===== config.mk =====
export PLATFORM = sky130hd
export DESIGN_NAME = enemy_state_ctrl
export DESIGN_NICKNAME = d
export VERILOG_FILES = /design/src/rtl/enemy_pkg.sv /design/src/rtl/enemy_type_rom.sv /design/src/rtl/enemy_state_ctrl.sv
export SDC_FILE = /design/constraint.sdc
export NUM_CORES = 1
export LEC_CHECK = 0
export CAP_MARGIN = 20
export CELL_PAD_IN_SITES_DETAIL_PLACEMENT = 0
export CELL_PAD_IN_SITES_GLOBAL_PLACEMENT = 2
export CORE_MARGIN = 1.5
export CORE_UTILIZATION = 34
export DETAILED_ROUTE_END_ITERATION = 6
export GPL_TIMING_DRIVEN = 0
export PLACE_DENSITY_LB_ADDON = 0.1
export RECOVER_POWER = 100
export SYNTH_ARGS = -nofsm -noshare
export SYNTH_HDL_FRONTEND = slang
export SYNTH_SLANG_ARGS = --single-unit
export TNS_END_PERCENT = 30

===== constraint.sdc =====
create_clock -name clk -period 4.6 [get_ports clk]
set_input_delay 0.92 -clock clk [delete_from_list [all_inputs] [get_ports clk]]
set_output_delay 0.92 -clock clk [all_outputs]
set_load 0.02 [all_outputs]

===== src/rtl/enemy_pkg.sv =====
// Shared enemy definitions: state and type codes, sprite heights and per-type
// movement/cooldown tables used by the enemy sequencer and cat-side logic.
package enemy_pkg;

  localparam logic [2:0] ST_NONE   = 3'd0;
  localparam logic [2:0] ST_MOVE_0 = 3'd1;
  localparam logic [2:0] ST_MOVE_1 = 3'd2;
  localparam logic [2:0] ST_MOVE_2 = 3'd3;
  localparam logic [2:0] ST_ATT_CD = 3'd4;
  localparam logic [2:0] ST_ATT_0  = 3'd5;
  localparam logic [2:0] ST_ATT_1  = 3'd6;
  localparam logic [2:0] ST_ATT_2  = 3'd7;

  typedef enum logic [2:0] {
    CH_NONE     = 3'd0,
    KILLER_BIRD = 3'd1,
    WHITE_BEAR  = 3'd2,
    METAL_DUCK  = 3'd3,
    BLACK_BEAR  = 3'd4
  } enemy_type_e;

  localparam logic [6:0] HEIGHT_KILLER_BIRD = 7'd48;
  localparam logic [6:0] HEIGHT_WHITE_BEAR  = 7'd64;
  localparam logic [6:0] HEIGHT_METAL_DUCK  = 7'd40;
  localparam logic [6:0] HEIGHT_BLACK_BEAR  = 7'd64;

  localparam logic [1:0] SPEED_KILLER_BIRD = 2'd3;
  localparam logic [1:0] SPEED_WHITE_BEAR  = 2'd1;
  localparam logic [1:0] SPEED_METAL_DUCK  = 2'd1;
  localparam logic [1:0] SPEED_BLACK_BEAR  = 2'd2;

  localparam logic [5:0] CD_KILLER_BIRD = 6'd20;
  localparam logic [5:0] CD_WHITE_BEAR  = 6'd40;
  localparam logic [5:0] CD_METAL_DUCK  = 6'd30;
  localparam logic [5:0] CD_BLACK_BEAR  = 6'd50;

  typedef struct packed {
    logic [1:0] speed;
    logic [5:0] cooldown;
  } type_attr_t;

  function automatic logic is_valid_type(input logic [2:0] t);
    return (t >= 3'd1) && (t <= 3'd4);
  endfunction

  function automatic logic [2:0] next_move_state(input logic [2:0] s);
    logic [2:0] n;
    case (s)
      ST_MOVE_0: n = ST_MOVE_1;
      ST_MOVE_1: n = ST_MOVE_2;
      default:   n = ST_MOVE_0;
    endcase
    return n;
  endfunction

endpackage


===== src/rtl/enemy_type_rom.sv =====
// Combinational enemy type -> {speed, cooldown} lookup.
module enemy_type_rom
  import enemy_pkg::*;
(
  input  logic [2:0] type_i,
  output type_attr_t attr_o
);

  // Unknown types walk at speed 0 with a one-tick cooldown so no frame counter can run away.
  always_comb begin
    attr_o = '{speed: 2'd0, cooldown: 6'd1};
    case (type_i)
      KILLER_BIRD: attr_o = '{speed: SPEED_KILLER_BIRD, cooldown: CD_KILLER_BIRD};
      WHITE_BEAR:  attr_o = '{speed: SPEED_WHITE_BEAR,  cooldown: CD_WHITE_BEAR};
      METAL_DUCK:  attr_o = '{speed: SPEED_METAL_DUCK,  cooldown: CD_METAL_DUCK};
      BLACK_BEAR:  attr_o = '{speed: SPEED_BLACK_BEAR,  cooldown: CD_BLACK_BEAR};
      default:     attr_o = '{speed: 2'd0, cooldown: 6'd1};
    endcase
  end

endmodule


===== src/rtl/enemy_state_ctrl.sv =====
// Per-slot enemy lifecycle sequencer: spawn, walk, attack, cooldown, death.
// All sequencing advances on the frame tick; kill and spawn act on any cycle.
module enemy_state_ctrl
  import enemy_pkg::*;
#(
  parameter logic [9:0] SPAWN_X          = 10'd10,
  parameter logic [9:0] X_MAX            = 10'd520,
  parameter logic [5:0] MOVE_FRAME_TICKS = 6'd4,
  parameter logic [5:0] ATT_FRAME_TICKS  = 6'd3
) (
  input  logic       clk,
  input  logic       rst_n,
  input  logic       tick,
  input  logic       spawn,
  input  logic [2:0] spawn_type,
  input  logic       in_range,
  input  logic       kill,
  output logic [2:0] state,
  output logic [2:0] enemy_type,
  output logic [9:0] x_pos,
  output logic       active,
  output logic       hit
);

  logic [2:0]  state_q, state_d;
  logic [2:0]  type_q, type_d;
  logic [9:0]  x_pos_q, x_pos_d;
  logic [5:0]  cnt_q, cnt_d;
  logic        hit_q, hit_d;
  logic        active_q, active_d;

  type_attr_t  attr_s;
  logic [10:0] x_sum_s;
  logic [9:0]  x_next_s;
  logic [5:0]  cnt_inc_s;
  logic        move_end_s, att_end_s, cd_end_s, spawn_ok_s;

  enemy_type_rom u_type_rom (
    .type_i (type_q),
    .attr_o (attr_s)
  );

  // Frame-end detection and saturating position step.
  always_comb begin
    cnt_inc_s  = cnt_q + 6'd1;
    move_end_s = (cnt_q == (MOVE_FRAME_TICKS - 6'd1));
    att_end_s  = (cnt_q == (ATT_FRAME_TICKS - 6'd1));
    cd_end_s   = (cnt_q == (attr_s.cooldown - 6'd1));
    spawn_ok_s = spawn && (state_q == ST_NONE) && is_valid_type(spawn_type);
    x_sum_s    = {1'b0, x_pos_q} + {9'd0, attr_s.speed};
    if (x_sum_s > {1'b0, X_MAX}) begin
      x_next_s = X_MAX;
    end else begin
      x_next_s = x_sum_s[9:0];
    end
  end

  // Next-state logic; an ignored spawn falls through so a same-cycle tick still advances.
  always_comb begin
    state_d = state_q;
    type_d  = type_q;
    x_pos_d = x_pos_q;
    cnt_d   = cnt_q;
    hit_d   = 1'b0;
    if (kill) begin
      state_d = ST_NONE;
      type_d  = 3'd0;
      cnt_d   = 6'd0;
    end else if (spawn_ok_s) begin
      state_d = ST_MOVE_0;
      type_d  = spawn_type;
      x_pos_d = SPAWN_X;
      cnt_d   = 6'd0;
    end else if (tick) begin
      case (state_q)
        ST_MOVE_0, ST_MOVE_1, ST_MOVE_2: begin
          if (in_range) begin
            state_d = ST_ATT_0;
            cnt_d   = 6'd0;
          end else begin
            x_pos_d = x_next_s;
            if (move_end_s) begin
              state_d = next_move_state(state_q);
              cnt_d   = 6'd0;
            end else begin
              cnt_d = cnt_inc_s;
            end
          end
        end
        ST_ATT_0: begin
          if (att_end_s) begin
            state_d = ST_ATT_1;
            cnt_d   = 6'd0;
          end else begin
            cnt_d = cnt_inc_s;
          end
        end
        ST_ATT_1: begin
          if (att_end_s) begin
            state_d = ST_ATT_2;
            cnt_d   = 6'd0;
            hit_d   = 1'b1;
          end else begin
            cnt_d = cnt_inc_s;
          end
        end
        ST_ATT_2: begin
          if (att_end_s) begin
            state_d = ST_ATT_CD;
            cnt_d   = 6'd0;
          end else begin
            cnt_d = cnt_inc_s;
          end
        end
        ST_ATT_CD: begin
          if (cd_end_s) begin
            state_d = in_range ? ST_ATT_0 : ST_MOVE_0;
            cnt_d   = 6'd0;
          end else begin
            cnt_d = cnt_inc_s;
          end
        end
        default: begin
          state_d = ST_NONE;
          cnt_d   = 6'd0;
        end
      endcase
    end else begin
      state_d = state_q;
    end
    active_d = (state_d != ST_NONE);
  end

  // State, position, counter and output registers.
  always_ff @(posedge clk) begin
    if (!rst_n) begin
      state_q  <= ST_NONE;
      type_q   <= 3'd0;
      x_pos_q  <= 10'd0;
      cnt_q    <= 6'd0;
      hit_q    <= 1'b0;
      active_q <= 1'b0;
    end else begin
      state_q  <= state_d;
      type_q   <= type_d;
      x_pos_q  <= x_pos_d;
      cnt_q    <= cnt_d;
      hit_q    <= hit_d;
      active_q <= active_d;
    end
  end

  assign state      = state_q;
  assign enemy_type = type_q;
  assign x_pos      = x_pos_q;
  assign active     = active_q;
  assign hit        = hit_q;

endmodule


==> impl_metrics.py, run 1 <==
metrics = {
    "floorplan": {
        "die_area_mm2": 0.00589,
        "core_mm2": 0.00517,
        "pin_count": 27,
        "initial_core_util_pct": 35.8,
        "die_x_um": 76.8,
        "die_y_um": 76.8,
        "row_count": 26,
    },
    "routing": {
        "post_drt_wl_per_cell_um": 14.0,
        "num_vias": 1730,
        "wl_mm": 4.61,
        "drcViolationCount": 0,
        "first_iter_violations": 87,
        "ant_nets": 0,
        "first_pass_iters": 4,
        "routed_via_density": 5.26,
    },
    "cts": {
        "clkLatencyLatePin_ns": 0.27,
        "numClockSinks": 24,
        "clockRootBuffer": "clkbuf_8",
        "cts_hold_buf": 0,
        "clockBufferDepth": 2,
        "numCtsBuffers": 3,
        "clk_pin_slew_ns": 0.09,
        "htree_levels": 1,
        "ctsResizeCount": 0,
        "cts_setup_buffers": 0,
        "cts_tree": "done",
    },
    "setup_path": {
        "startpoint": "enemy_type[1]",
        "crit_end": "x_pos[5]",
        "r2r_start": "enemy_type[1]",
        "crit_arrival_ns": 3.66,
        "slowest_stage": "fa_1",
        "worst-path-buf-inv": 2,
        "reg2reg_to": "x_pos[5]",
        "worstSetupPathDepth": 13,
        "crit_path_max_incr_delay_ns": 0.47,
        "required_ns": 4.81,
        "cp_cell_sequence": "clkbuf_1, nor2_1, nor2_1, ha_1, inv_1, fa_1, and4b_1, and4_1, mux2i_1, o21ai_0, o31ai_4, o21ai_0, a21boi_1",
        "cp_top_family": "simple AND/OR/NAND/NOR gates",
        "critical_path_class": "flop to flop",
        "endpoint_kind": "flop",
        "start_kind": "flop",
        "rr_worst_depth": 13,
        "rrSetupSlack_ns": 1.14,
        "critPathMaxFanout": 10,
    },
    "timing": {
        "rsz0062_at_grt": "false",
        "timing.hold.ws_ns": 0.486,
        "slew_violations": 0,
        "fin_crit_sh_pct": 75.2,
        "fin_skew_ns": 0.00589,
        "finalSetupViolCount": 0,
        "fin_crit_ns": 3.46,
        "fin_tns_setup_ns": 0,
        "slew_headroom_pct": 69.5,
        "clock.fmax_mhz": 289,
        "tightestPinTransition_ns": 0.458,
        "fin_ws_ns": 1.14,
        "hold_viol": 0,
    },
    "yosys": {
        "synth_cell_type_count": 56,
        "ys.flop_type": "dfxtp_1",
        "yosys_warnings": 0,
        "synth-seq-cells": 24,
        "post_synth_inst_count": 231,
        "synthArstFlopShare_pct": 0,
        "avgSynthCellArea_um2": 8.01,
        "syn_area_mm2": 0.00185,
        "ys_seq_area_share_pct": 26.0,
        "synth_edf_count": 0,
        "synth_nets": 245,
    },
    "global_routing": {
        "overflow": 0,
        "antenna_found_initial": 0,
        "grt_use_total_pct": 16.2,
        "grt_pass1_wl_mm": 7.85,
        "grt_max_degree": 13,
        "grt_pass1_vias": 1672,
    },
    "placement": {
        "gp_congestion": 0.834,
        "portBuffers": 25,
        "dp_slack_ns": 1.45,
        "dp_hpwl_mm": 3.47,
    },
    "final_layout": {
        "layout_commonest_cell": "nand2_1",
        "syn_to_final_growth_pct": 19.6,
        "drive_above_1_share_pct": 8.49,
        "multi_input_area_mm2": 0.00122,
        "seq_area_um2": 480,
        "diodes": 0,
        "mostFrequentLayoutCells": "nand2_1, dfxtp_1, dlygate4sd3_1",
        "nNetsFinal": 275,
        "final_util_pct": 42.8,
        "fill_cells": 540,
    },
    "power": {
        "p_leak_uw": 0.000868,
        "powerDensity_mw_per_mm2": 179,
        "max-vdd-ir-drop_mv": 0.0887,
        "total_power_uw": 396,
    },
    "status": {
        "outcome": "completed",
    },
    "hold_path": {
        "hold_path.class": "flop to flop",
    },
    "job": {
        "cap_violations": 0,
    },
}
flip-flops by register name (all words and copies together), names as in the netlist:
name        cells
enemy_type      3
active          1
hit             1
state           3
x_pos          10
cnt_q           6
worst min-delay path by stage:
stage               cells past startpoint      from       end
floorplan                               2  cnt_q[5]  cnt_q[5]
global placement                        2  x_pos[0]  x_pos[0]
detailed placement                      2  x_pos[0]  x_pos[0]
CTS                                     2  x_pos[0]  x_pos[0]
global route                            2  x_pos[0]  x_pos[0]
finish                                  2  x_pos[0]  x_pos[0]
power by group:
part           total [uW]  internal (uW)  switching [uW]
Sequential            212            210            2.42
Combinational        56.7           24.6            32.1
Clock                 127           58.6            68.3
cell type report:
cell class | count | area share (%)
Buffer | 15 | 4.36
Clock buffer | 3 | 1.87
Inverter | 9 | 1.53
Multi-Input combinational cell | 183 | 55.3
Sequential cell | 24 | 21.7
Tap cell | 70 | 3.96
Timing Repair Buffer | 25 | 11.3
per-stage QoR:
step / instances / cell area (um2)
floorplan: 231 / 1850
global placement: 326 / 2190
detailed placement: 326 / 2190
CTS: 329 / 2230
global route: 329 / 2210
finish: 329 / 2210
cells in the mapped netlist, types with 3 or more instances:
cell,n,area (um2)
nand2_1,27,101
dfxtp_1,24,480
nor2_1,17,63.8
nand3_1,14,70.1
o21ai_0,11,55.1
a21oi_1,10,50.1
inv_1,9,33.8
buf_6,7,78.8
nor2b_1,7,43.8
o21ai_1,7,35.0
a31oi_1,6,37.5
mux2i_1,6,60.1
clkbuf_1,5,18.8
nor3_1,5,25.0
xnor2_1,5,43.8
a21o_1,4,30.0
ha_1,4,50.1
nand2b_1,4,25.0
or3_1,4,25.0
xor2_1,4,35.0
a211oi_1,3,22.5
a21boi_1,3,22.5
buf_2,3,15.0
nor4b_1,3,26.3
logic make-up (layout without fill, tap and decap cells):
group                    count (synthesis)  in the layout  synth area share (%)
AND/OR/NAND/NOR                        102            102                  30.4
AO/OA/AOI/OAI                           61             61                  24.4
flip-flops                              24             24                  26.0
buffers and inverters                   24             52                  7.92
XOR/XNOR                                 9              9                  4.26
multiplexers                             6              6                  3.25
adder cells (fa/ha/maj)                  5              5                  3.79
worst reg2reg max path: stages (launching register included):
cell and delay (ns):
dfxtp_1 0.33, clkbuf_1 0.34, nor2_1 0.13, nor2_1 0.14
ha_1 0.20, inv_1 0.06, fa_1 0.47, and4b_1 0.40
and4_1 0.26, mux2i_1 0.19, o21ai_0 0.18, o31ai_4 0.39
o21ai_0 0.17, a21boi_1 0.13
routing by layer:
metal  global-route usage, %  wire, um
met5                       0         0
met4                    4.44        25
met3                    2.02        74
met2                    28.9      2380
met1                    20.3      2130
No activity file was read; power rests on OpenSTA's default activity.
==> inputs of run 2 (changes only) <==
--- a/config.mk
+++ b/config.mk
@@ -9,7 +9,7 @@
 export CELL_PAD_IN_SITES_DETAIL_PLACEMENT = 0
 export CELL_PAD_IN_SITES_GLOBAL_PLACEMENT = 2
 export CORE_MARGIN = 1.5
-export CORE_UTILIZATION = 34
+export CORE_UTILIZATION = 29
 export DETAILED_ROUTE_END_ITERATION = 6
 export GPL_TIMING_DRIVEN = 0
 export PLACE_DENSITY_LB_ADDON = 0.1
==> constraint.sdc (replaced) <==
create_clock -name clk -period 3.1 [get_ports clk]
set_input_delay 0.62 -clock clk [delete_from_list [all_inputs] [get_ports clk]]
set_output_delay 0.62 -clock clk [all_outputs]
set_load 0.02 [all_outputs]
==> impl_metrics.py, run 2 (same netlist as run 1, synthesis figures left out) <==
metrics = {
    "global_routing": {
        "grt_use_met1_pct": 23.8,
        "busiest_layer": "met1",
        "overflow": 0,
        "grt_pass1_wl_mm": 8.26,
        "grt_use_met3_pct": 2.29,
        "antenna_found_initial": 0,
        "grt_use_total_pct": 14.6,
        "grt_max_degree": 14,
        "grt_pass1_vias": 1588,
        "met2_usage_pct": 19.6,
    },
    "routing": {
        "num_vias": 1764,
        "routed_via_density": 5.13,
        "first_iter_violations": 117,
        "drcViolationCount": 0,
        "ant_nets": 0,
        "first_pass_iters": 4,
        "wl_mm": 4.95,
        "post_drt_wl_per_cell_um": 14.4,
    },
    "floorplan": {
        "core_mm2": 0.00603,
        "initial_core_util_pct": 30.7,
        "pin_count": 27,
        "die_area_mm2": 0.00686,
        "die_x_um": 82.9,
        "die_y_um": 82.9,
        "row_count": 28,
    },
    "job": {
        "cap_violations": 0,
    },
    "setup_path": {
        "crit_top_cell": "nor2_1",
        "required_ns": 3.27,
        "endpoint_kind": "flop",
        "crit_arrival_ns": 3.08,
        "rr_worst_depth": 15,
        "rrSetupSlack_ns": 0.19,
        "r2r_start": "enemy_type[1]",
        "start_kind": "flop",
        "cp_cell_sequence": "buf_6, nor2_1, nor2_1, ha_2, inv_1, fa_2, and4b_2, buf_4, nor2_1, mux2i_2, nand2b_1, o31ai_4, buf_6, a21oi_1, o21ai_1",
        "reg2reg_to": "x_pos[8]",
        "crit_path_max_incr_delay_ns": 0.44,
        "slowest_stage": "fa_2",
        "critical_path_class": "flop to flop",
        "critPathMaxFanout": 8,
    },
    "final_layout": {
        "nNetsFinal": 284,
        "syn_to_final_growth_pct": 26.3,
        "drive_above_1_share_pct": 15.6,
        "mostFrequentLayoutCells": "nand2_1, dfxtp_1, dlygate4sd3_1",
        "final_util_pct": 38.8,
        "fill_cells": 665,
        "fin_cells": 344,
        "layout_commonest_cell": "nand2_1",
        "fin_area_mm2": 0.00234,
        "diodes": 0,
        "largest_reg_flops": 10,
    },
    "timing": {
        "slew_violations": 0,
        "finalSetupViolCount": 0,
        "fin_crit_ns": 2.91,
        "fin_crit_sh_pct": 93.7,
        "fin_skew_ns": 0.00255,
        "clock.fmax_mhz": 344,
        "fin_ws_ns": 0.194,
        "rsz0062_at_grt": "false",
        "slew_headroom_pct": 64.8,
        "hold_viol": 0,
        "tightestPinTransition_ns": 0.528,
    },
    "placement": {
        "post_dp_cell_area_mm2": 0.00219,
        "placedCellCount": 331,
        "portBuffers": 25,
        "gp_congestion": 0.757,
        "dp_hpwl_mm": 3.52,
        "dp_slack_ns": -0.0420,
    },
    "power": {
        "p_leak_uw": 0.000933,
        "powerDensity_mw_per_mm2": 272,
        "max-vdd-ir-drop_mv": 0.154,
    },
    "cts": {
        "numClockSinks": 24,
        "numCtsBuffers": 3,
        "cts_tree": "done",
        "clk_pin_slew_ns": 0.10,
        "htree_levels": 1,
        "clockRootBuffer": "clkbuf_8",
        "cts_hold_buf": 0,
        "clkLatencyLatePin_ns": 0.27,
        "clockBufferDepth": 2,
    },
    "hold_path": {
        "min-delay-start": "x_pos[0]",
        "hold_depth": 2,
        "holdPathEnd": "x_pos[0]",
        "hold_path.class": "flop to flop",
    },
    "status": {
        "outcome": "completed",
    },
}
## run 2: cell count changes in the layout (fill, tap and decap cells not counted), moves of 2 or more
cell,change
mux2i_1,-2
o21ai_0,-6
o21ai_1,+5
buf_6,+2
dfxtp_1,-2
mux2i_2,+2
dfxtp_2,+2
buf_4,+8
## run 2: stage by stage
stage | setup TNS [ns] | total power (uW) | hold slack [ns]
global placement | -0.714 | 414 | 0.470
detailed placement | -0.125 | 412 | 0.480
floorplan | 0 | 378 | 0.517
finish | 0 | 635 | 0.494
CTS | 0 | 644 | 0.494
global route | 0 | 669 | 0.540
## run 2: critical path, delay by kind of cell, from the launching register on
kind,cells,cell delay (ns)
buf+inv,4,0.43
simple gates,5,0.80
flops,1,0.35
mux,1,0.24
compound gates,3,0.33
fa+ha+maj,2,0.64
## run 2: cell type report
| cell class | instances | area [um2] | area share, % |
|---|---|---|---|
| multi-input combinational | 183 | 1240 | 53.3 |
| buffer | 15 | 104 | 4.45 |
| timing repair buffer | 34 | 322 | 13.8 |
| tap | 75 | 93.8 | 4.02 |
| inverter | 9 | 33.8 | 1.45 |
| clock buffer | 4 | 55.1 | 2.36 |
| sequential | 24 | 483 | 20.7 |
## run 2: where the power goes
part,leakage [uW],total [uW],internal (uW),switching [uW]
clock network,0.0000288,229,114,115
logic,0.000710,90.9,40.6,50.3
registers,0.000195,315,311,3.94
total,0.000933,635,466,170
## run 2: worst max path at each step
stage,slack (ns),to,cells past startpoint,from
6_report,0.19,x_pos[8],15,enemy_type[1]
5_1_grt,0.01,x_pos[8],15,enemy_type[1]
4_1_cts,0.007,x_pos[8],13,enemy_type[0]
3_5_place_dp,-0.04,x_pos[5],13,enemy_type[0]
3_3_place_gp,-0.16,x_pos[5],13,enemy_type[0]
2_1_floorplan,0.24,x_pos[8],12,enemy_type[0]
## run 2: repair_timing
item | 4_1_cts | 5_1_grt
gates resized for setup | 4 | 8
endpoints found under the setup margin | 5 | 7
pin swaps | 2 | 6
endpoints found under the hold margin | 0 | 0
setup buffers | 3 | 6
## run 2: per-layer routing
metal / wire length [um] / share of wire (%) / up-vias
li1: - / - / 912
met1: 2800 / 57 / 822
met2: 1920 / 39 / 28
met3: 195 / 3.9 / 2
met4: 27 / 0.55 / 0
met5: 0 / 0 / -
